<file path="src/rtl/spi_word_pkg.sv">
// -----------------------------------------------------------------------------
// spi_word_pkg
// Shared definitions for the SPI word responder: default word width, the word
// sent when no transmit word is held, the responder state type and the width
// of the bit counter.
// -----------------------------------------------------------------------------
package spi_word_pkg;

    localparam int WORD_W_DEF = 16;
    localparam logic [15:0] IDLE_WORD_DEF = 16'h0000;

    typedef enum logic {
        IDLE  = 1'b0,
        SHIFT = 1'b1
    } state_t;

    // Bit counter width for a given word width (at least one bit).
    function automatic int cnt_width(input int w);
        return (w > 1) ? $clog2(w) : 1;
    endfunction

    localparam int CNT_W_DEF = cnt_width(WORD_W_DEF);

endpackage

</file>
<file path="src/rtl/spi_word_responder_sync_edge.sv">
// -----------------------------------------------------------------------------
// spi_sync_edge
// Brings one asynchronous SPI pin into the clk domain through SYNC_STAGES
// flops, then compares against one more delayed copy to flag edges.
//   i_clk    system clock
//   i_rst_n  asynchronous active-low reset
//   i_pin    raw pin
//   o_level  synchronized level
//   o_rise   one-cycle strobe on a synchronized 0->1 transition
//   o_fall   one-cycle strobe on a synchronized 1->0 transition
// RESET_VAL is the pin's idle level, so releasing reset never fakes an edge.
// -----------------------------------------------------------------------------
module spi_sync_edge #(
    parameter int   SYNC_STAGES = 2,
    parameter logic RESET_VAL   = 1'b0
) (
    input  logic i_clk,
    input  logic i_rst_n,
    input  logic i_pin,
    output logic o_level,
    output logic o_rise,
    output logic o_fall
);

    logic [SYNC_STAGES-1:0] r_sync;
    logic                   r_prev;

    always_ff @(posedge i_clk or negedge i_rst_n) begin
        if (!i_rst_n) begin
            r_sync <= {SYNC_STAGES{RESET_VAL}};
            r_prev <= RESET_VAL;
        end else begin
            r_sync <= {r_sync[SYNC_STAGES-2:0], i_pin};
            r_prev <= r_sync[SYNC_STAGES-1];
        end
    end

    assign o_level = r_sync[SYNC_STAGES-1];
    assign o_rise  = r_sync[SYNC_STAGES-1] & ~r_prev;
    assign o_fall  = ~r_sync[SYNC_STAGES-1] & r_prev;

endmodule

</file>
<file path="src/rtl/spi_word_responder.sv">
// -----------------------------------------------------------------------------
// spi_word_responder
// Mode-0 SPI slave that shifts 16-bit words from the image-processing side out
// on MISO and assembles MOSI bits into words for the write side. All pins are
// oversampled in the clk domain.
//   clk, reset_n           system clock, asynchronous active-low reset
//   spi_sclk/cs_n/mosi     SPI pins from the master
//   spi_miso, spi_miso_oe  responder data and its output enable
//   tx_data/valid/ready    one-word holding register, filled by the core
//   rx_data, rx_valid      last complete received word and its update strobe
//   frame_err              strobe: cs_n deasserted in the middle of a word
//   tx_underrun            strobe: IDLE_WORD started going out
// -----------------------------------------------------------------------------
module spi_word_responder
    import spi_word_pkg::*;
#(
    parameter int                WORD_W      = WORD_W_DEF,
    parameter int                SYNC_STAGES = 2,
    parameter logic [WORD_W-1:0] IDLE_WORD   = WORD_W'(IDLE_WORD_DEF)
) (
    input  logic              clk,
    input  logic              reset_n,
    input  logic              spi_sclk,
    input  logic              spi_cs_n,
    input  logic              spi_mosi,
    output logic              spi_miso,
    output logic              spi_miso_oe,
    input  logic [WORD_W-1:0] tx_data,
    input  logic              tx_valid,
    output logic              tx_ready,
    output logic [WORD_W-1:0] rx_data,
    output logic              rx_valid,
    output logic              frame_err,
    output logic              tx_underrun
);

    localparam int CNT_W = cnt_width(WORD_W);
    localparam logic [CNT_W-1:0] LAST_BIT = CNT_W'(WORD_W - 1);

    logic w_sclk_rise, w_sclk_fall, w_sclk_lvl_unused;
    logic w_cs_rise, w_cs_fall, w_cs_lvl_unused;
    logic w_mosi, w_mosi_rise_unused, w_mosi_fall_unused;

    spi_sync_edge #(.SYNC_STAGES(SYNC_STAGES), .RESET_VAL(1'b0)) u_sync_sclk (
        .i_clk(clk), .i_rst_n(reset_n), .i_pin(spi_sclk),
        .o_level(w_sclk_lvl_unused), .o_rise(w_sclk_rise), .o_fall(w_sclk_fall)
    );

    spi_sync_edge #(.SYNC_STAGES(SYNC_STAGES), .RESET_VAL(1'b1)) u_sync_cs (
        .i_clk(clk), .i_rst_n(reset_n), .i_pin(spi_cs_n),
        .o_level(w_cs_lvl_unused), .o_rise(w_cs_rise), .o_fall(w_cs_fall)
    );

    spi_sync_edge #(.SYNC_STAGES(SYNC_STAGES), .RESET_VAL(1'b0)) u_sync_mosi (
        .i_clk(clk), .i_rst_n(reset_n), .i_pin(spi_mosi),
        .o_level(w_mosi), .o_rise(w_mosi_rise_unused), .o_fall(w_mosi_fall_unused)
    );

    state_t             r_state;
    logic [WORD_W-1:0]  r_hold;
    logic               r_hold_full;
    logic               r_tx_ready;
    logic [WORD_W-1:0]  r_shreg;
    logic               r_from_hold;
    logic [WORD_W-1:0]  r_rxsh;
    logic [CNT_W-1:0]   r_bit_cnt;
    // Set on the last rise of a word so the following sclk fall loads the next.
    logic               r_word_done;
    logic               r_miso;
    logic               r_miso_oe;
    logic [WORD_W-1:0]  r_rx_data;
    logic               r_rx_valid;
    logic               r_frame_err;
    logic               r_tx_underrun;

    always_ff @(posedge clk or negedge reset_n) begin
        if (!reset_n) begin
            r_state       <= IDLE;
            r_hold        <= '0;
            r_hold_full   <= 1'b0;
            r_tx_ready    <= 1'b1;
            r_shreg       <= '0;
            r_from_hold   <= 1'b0;
            r_rxsh        <= '0;
            r_bit_cnt     <= '0;
            r_word_done   <= 1'b0;
            r_miso        <= 1'b0;
            r_miso_oe     <= 1'b0;
            r_rx_data     <= '0;
            r_rx_valid    <= 1'b0;
            r_frame_err   <= 1'b0;
            r_tx_underrun <= 1'b0;
        end else begin
            r_rx_valid    <= 1'b0;
            r_frame_err   <= 1'b0;
            r_tx_underrun <= 1'b0;
            r_miso        <= (r_state == SHIFT) ? r_shreg[WORD_W-1] : 1'b0;

            // Capture and pop are mutually exclusive: capture needs the
            // register empty, pop needs it full. A load in the same cycle
            // as a capture sees the old (empty) flag.
            if (tx_valid && !r_hold_full) begin
                r_hold      <= tx_data;
                r_hold_full <= 1'b1;
                r_tx_ready  <= 1'b0;
            end

            case (r_state)
                IDLE: begin
                    if (w_cs_fall) begin
                        r_state     <= SHIFT;
                        r_miso_oe   <= 1'b1;
                        r_bit_cnt   <= '0;
                        r_word_done <= 1'b0;
                        r_shreg     <= r_hold_full ? r_hold : IDLE_WORD;
                        r_from_hold <= r_hold_full;
                    end
                end
                SHIFT: begin
                    if (w_cs_rise) begin
                        r_state     <= IDLE;
                        r_miso_oe   <= 1'b0;
                        r_word_done <= 1'b0;
                        if (r_bit_cnt != '0) begin
                            r_frame_err <= 1'b1;
                            r_bit_cnt   <= '0;
                        end
                    end else if (w_sclk_rise) begin
                        r_rxsh <= {r_rxsh[WORD_W-2:0], w_mosi};
                        // The first rise commits the loaded word: pop the
                        // holding register or report that IDLE_WORD went out.
                        if (r_bit_cnt == '0) begin
                            r_word_done <= 1'b0;
                            if (r_from_hold) begin
                                r_hold_full <= 1'b0;
                                r_tx_ready  <= 1'b1;
                                r_from_hold <= 1'b0;
                            end else begin
                                r_tx_underrun <= 1'b1;
                            end
                        end
                        if (r_bit_cnt == LAST_BIT) begin
                            r_bit_cnt   <= '0;
                            r_rx_data   <= {r_rxsh[WORD_W-2:0], w_mosi};
                            r_rx_valid  <= 1'b1;
                            r_word_done <= 1'b1;
                        end else begin
                            r_bit_cnt <= r_bit_cnt + 1'b1;
                        end
                    end else if (w_sclk_fall) begin
                        if (r_bit_cnt != '0) begin
                            r_shreg <= {r_shreg[WORD_W-2:0], 1'b0};
                        end else if (r_word_done) begin
                            r_word_done <= 1'b0;
                            r_shreg     <= r_hold_full ? r_hold : IDLE_WORD;
                            r_from_hold <= r_hold_full;
                        end
                    end
                end
                default: r_state <= IDLE;
            endcase
        end
    end

    assign spi_miso    = r_miso;
    assign spi_miso_oe = r_miso_oe;
    assign tx_ready    = r_tx_ready;
    assign rx_data     = r_rx_data;
    assign rx_valid    = r_rx_valid;
    assign frame_err   = r_frame_err;
    assign tx_underrun = r_tx_underrun;

endmodule

</file>
<file path="config.mk">
export PLATFORM = sky130hd
export DESIGN_NAME = spi_word_responder
export DESIGN_NICKNAME = d
export VERILOG_FILES = /design/src/rtl/spi_word_pkg.sv /design/src/rtl/spi_word_responder_sync_edge.sv /design/src/rtl/spi_word_responder.sv
export SDC_FILE = /design/constraint.sdc
export NUM_CORES = 1
export LEC_CHECK = 0
export ABC_AREA = 1
export CORE_ASPECT_RATIO = 1.75
export CORE_MARGIN = 8
export CORE_UTILIZATION = 39
export DETAILED_ROUTE_END_ITERATION = 8
export PLACE_DENSITY = 0.64
export SLEW_MARGIN = 20
export SYNTH_ARGS = -nofsm -noshare
export SYNTH_HDL_FRONTEND = slang
export SYNTH_SLANG_ARGS = --single-unit
</file>
<file path="constraint.sdc">
create_clock -name clk -period 3.3 [get_ports clk]
set_clock_uncertainty 0.05 [all_clocks]
set_input_delay 0.66 -clock clk [delete_from_list [all_inputs] [get_ports clk]]
set_output_delay 0.66 -clock clk [all_outputs]
set_load 0.03 [all_outputs]
</file>
==> run metrics <==
Root Buffer=clkbuf_16; crit start category=flop; Rel. slew slack=46.7%; CP required=2.59 ns; RePlAce Congestion=0.821; WL/cell=12.2 um; CP top delay family=buffers and inverters; Inst Count DP=511; Finish-stage setup viols=0; fillers=896; status=finished, final reports clean; routed vias/inst=4.70; Final Cycle Share=67.9%; Critical Path, Cell by Cell=clkdlybuf4s50_1; average size of a mapped cell=10.1 sq um; most frequent cells in the layout=nand2_1 (106), dfrtp_1 (81), clkdlybuf4s50_1 (42); post-route minimum period=2.24 ns; clk buf depth=2; CTS tree=done; clock-pin transition on the worst setup and hold timing paths=0.06 ns; Setup TNS=0 ns; max cap viols=0; row count=46; max-slew violation count=0; Sinks on Clock Net=85; Area after DPL=roughly 4100 sq um; vias=2476; sequential cell area fraction in the yosys report=58.4%; final number of hold-violating endpoints=0; synthesis-to-layout area growth=21.0%; RSZ-0062 raised after global routing=false; Cell Area, Synth=3650 sq um; largest net degree at the start of global routing=86; actual slew at the worst max-slew pin=0.797 ns; PortBufs=43; worst-skew pair later-pin latency=roughly 0.33 ns; total leakage power=2.08 nW; met3 Resource Use GR=2.84%; Buf+Inv Stages, Crit Path=1; Critical Path End Type=output pin; final cell count without fillers=527; DIE AREA=between 10000 and 15000 sq um; CTS H-tree lvls=3; library cells used by synthesis=31; HPWL after detailed placement=approximately 4.5 mm; buffer count from post-CTS setup fixing=0; ANT cells=0; first-pass GRT wire length=11.1 mm; Die X=89.1 um; Initial DRC Count=between 70 and 80; CTS buffer count=9; vias in the first global route=2532; post-synth top area share=a little under three fifths; initial antenna violation count=0; post-route ant nets=0; final global-route overflow total=0; Worst path slowest cell=clkdlybuf4s50_1; core footprint=9090 sq um; launch point of the worst path=tx_ready; Max Clk Rate=446 MHz; CP arrival=~1.5 ns; worst vdd ir=0.000446 V; Gate Count Post-Synth=363; YS warnings=0; largest fanout on the critical path=2; met2 usage=18.9%; fraction of layout cells with a size suffix above 1=18.4%; syn_nets=387; Reg area=~2100 sq um; remaining routing DRC violations=0; synth top area cells=dfrtp_1 (56%), nand2_1 (11%), mux2_2 (4.9%); number of iterations in the first detailed-routing pass=4; pwr dens=761 nW/um^2; starting density of the core=40.1%; hold buffers post-CTS=0; GRT Resource Usage Total=between 10% and 20%; Yosys top cell by area=dfrtp_1; Largest stage delay, worst path=0.67 ns; final instance area=about 4400 sq um; met1 Usage GRT=between 10% and 20%; Die Ht=around 140 um; Min-Delay Path Class=reg2reg; commonest non-fill, non-tap cell in the layout=nand2_1; Yosys reg bits=85; most used routing layer=met2; # resized after CTS=0; WS Path Type=reg2out; I/O pin count=44; Hold Startpoint=u_sync_mosi.r_sync[0]; area of the multi-input gates=around 1300 sq um; routed wire length=6.42 mm; Final Net Count=426; r2r startpoint=r_bit_cnt[0]
## power breakdown
part | switching (mW) | internal [mW] | leakage (nW)
Clock | 0.391 | 0.627 | 0.148
Sequential | 0.170 | 1.34 | 1.09
Combinational | 0.484 | 0.351 | 0.845
## metrics by stage
| stage | hold slack, ns | power [mW] | setup slack (ns) | util (%) |
|---|---|---|---|---|
| after floorplan | 0.281 | 2.19 | 1.83 | - |
| after global placement | 0.285 | 2.33 | 1.33 | 45.1 |
| after detailed placement | 0.285 | 2.37 | 1.30 | 45.1 |
| after CTS | 0.298 | 3.41 | 1.04 | 48.5 |
| after global routing | 0.306 | 3.60 | 1.01 | 48.6 |
| final | 0.297 | 3.36 | 1.06 | 48.6 |
## flip-flops by register name, summed over array words and instances (netlist names), 2 cells and up
signal	cells
r_hold	16
r_shreg	16
rx_data	16
r_rxsh	15
r_bit_cnt	4
u_sync_cs.r_sync	2
u_sync_mosi.r_sync	2
u_sync_sclk.r_sync	2
## kinds of logic (layout without fill, tap and decap cells)
logic type / count (synthesis) / after routing / share of synthesized area, %
buffers and inverters: 50 / 94 / 7.23
AOI/OAI and AO/OA: 71 / 71 / 12.4
muxes: 16 / 16 / 4.93
adders and majority gates: 2 / 2 / 0.685
DFF: 85 / 85 / 58.4
and+or+nand+nor: 139 / 139 / 16.3
## Yosys cell counts
cell type,count
ha_1,2
dfrtp_1,81
nand2_1,106
dfstp_2,4
nor2_4,2
buf_6,8
nor4_1,1
o21ai_2,18
nand3_1,8
nand2_4,2
nor2_1,7
buf_4,2
buf_1,1
o21ai_1,12
nand3b_1,1
nand2_2,7
a21oi_1,3
nand4_1,1
buf_2,4
o21ai_4,1
nor3_1,2
a21boi_2,1
inv_2,2
nor2_2,2
inv_4,1
inv_1,31
a21oi_4,1
clkbuf_2,1
o21ai_0,34
o21a_1,1
mux2_2,16
## layout make-up
type	count	share of cell area, %
inverter	34	2.95
timing repair buffer	44	9.94
clock inverter	5	1.33
multi-input combinational	228	28.4
sequential	85	48.3
tap	120	3.40
clock buffer	11	5.72
## metal layers
metal  part of all wire [%]  vias up
li1                       -     1238
met5                      0        -
met3                    5.2       11
met2                     50       63
met4                    2.6        0
met1                     42     1164
## path summary, 6_finish.rpt
path	endpoint	slack (ns)	cells past startpoint
max	tx_ready	1.06	1
min	u_sync_mosi.r_sync[1]	0.30	0
max reg2reg	r_shreg[6]	1.45	6
min reg2reg	u_sync_mosi.r_sync[1]	0.30	0
max in group asynchronous	r_shreg[10]	2.37	1
min in group asynchronous	frame_err	0.32	1
No activity file was read; power rests on OpenSTA's default activity.
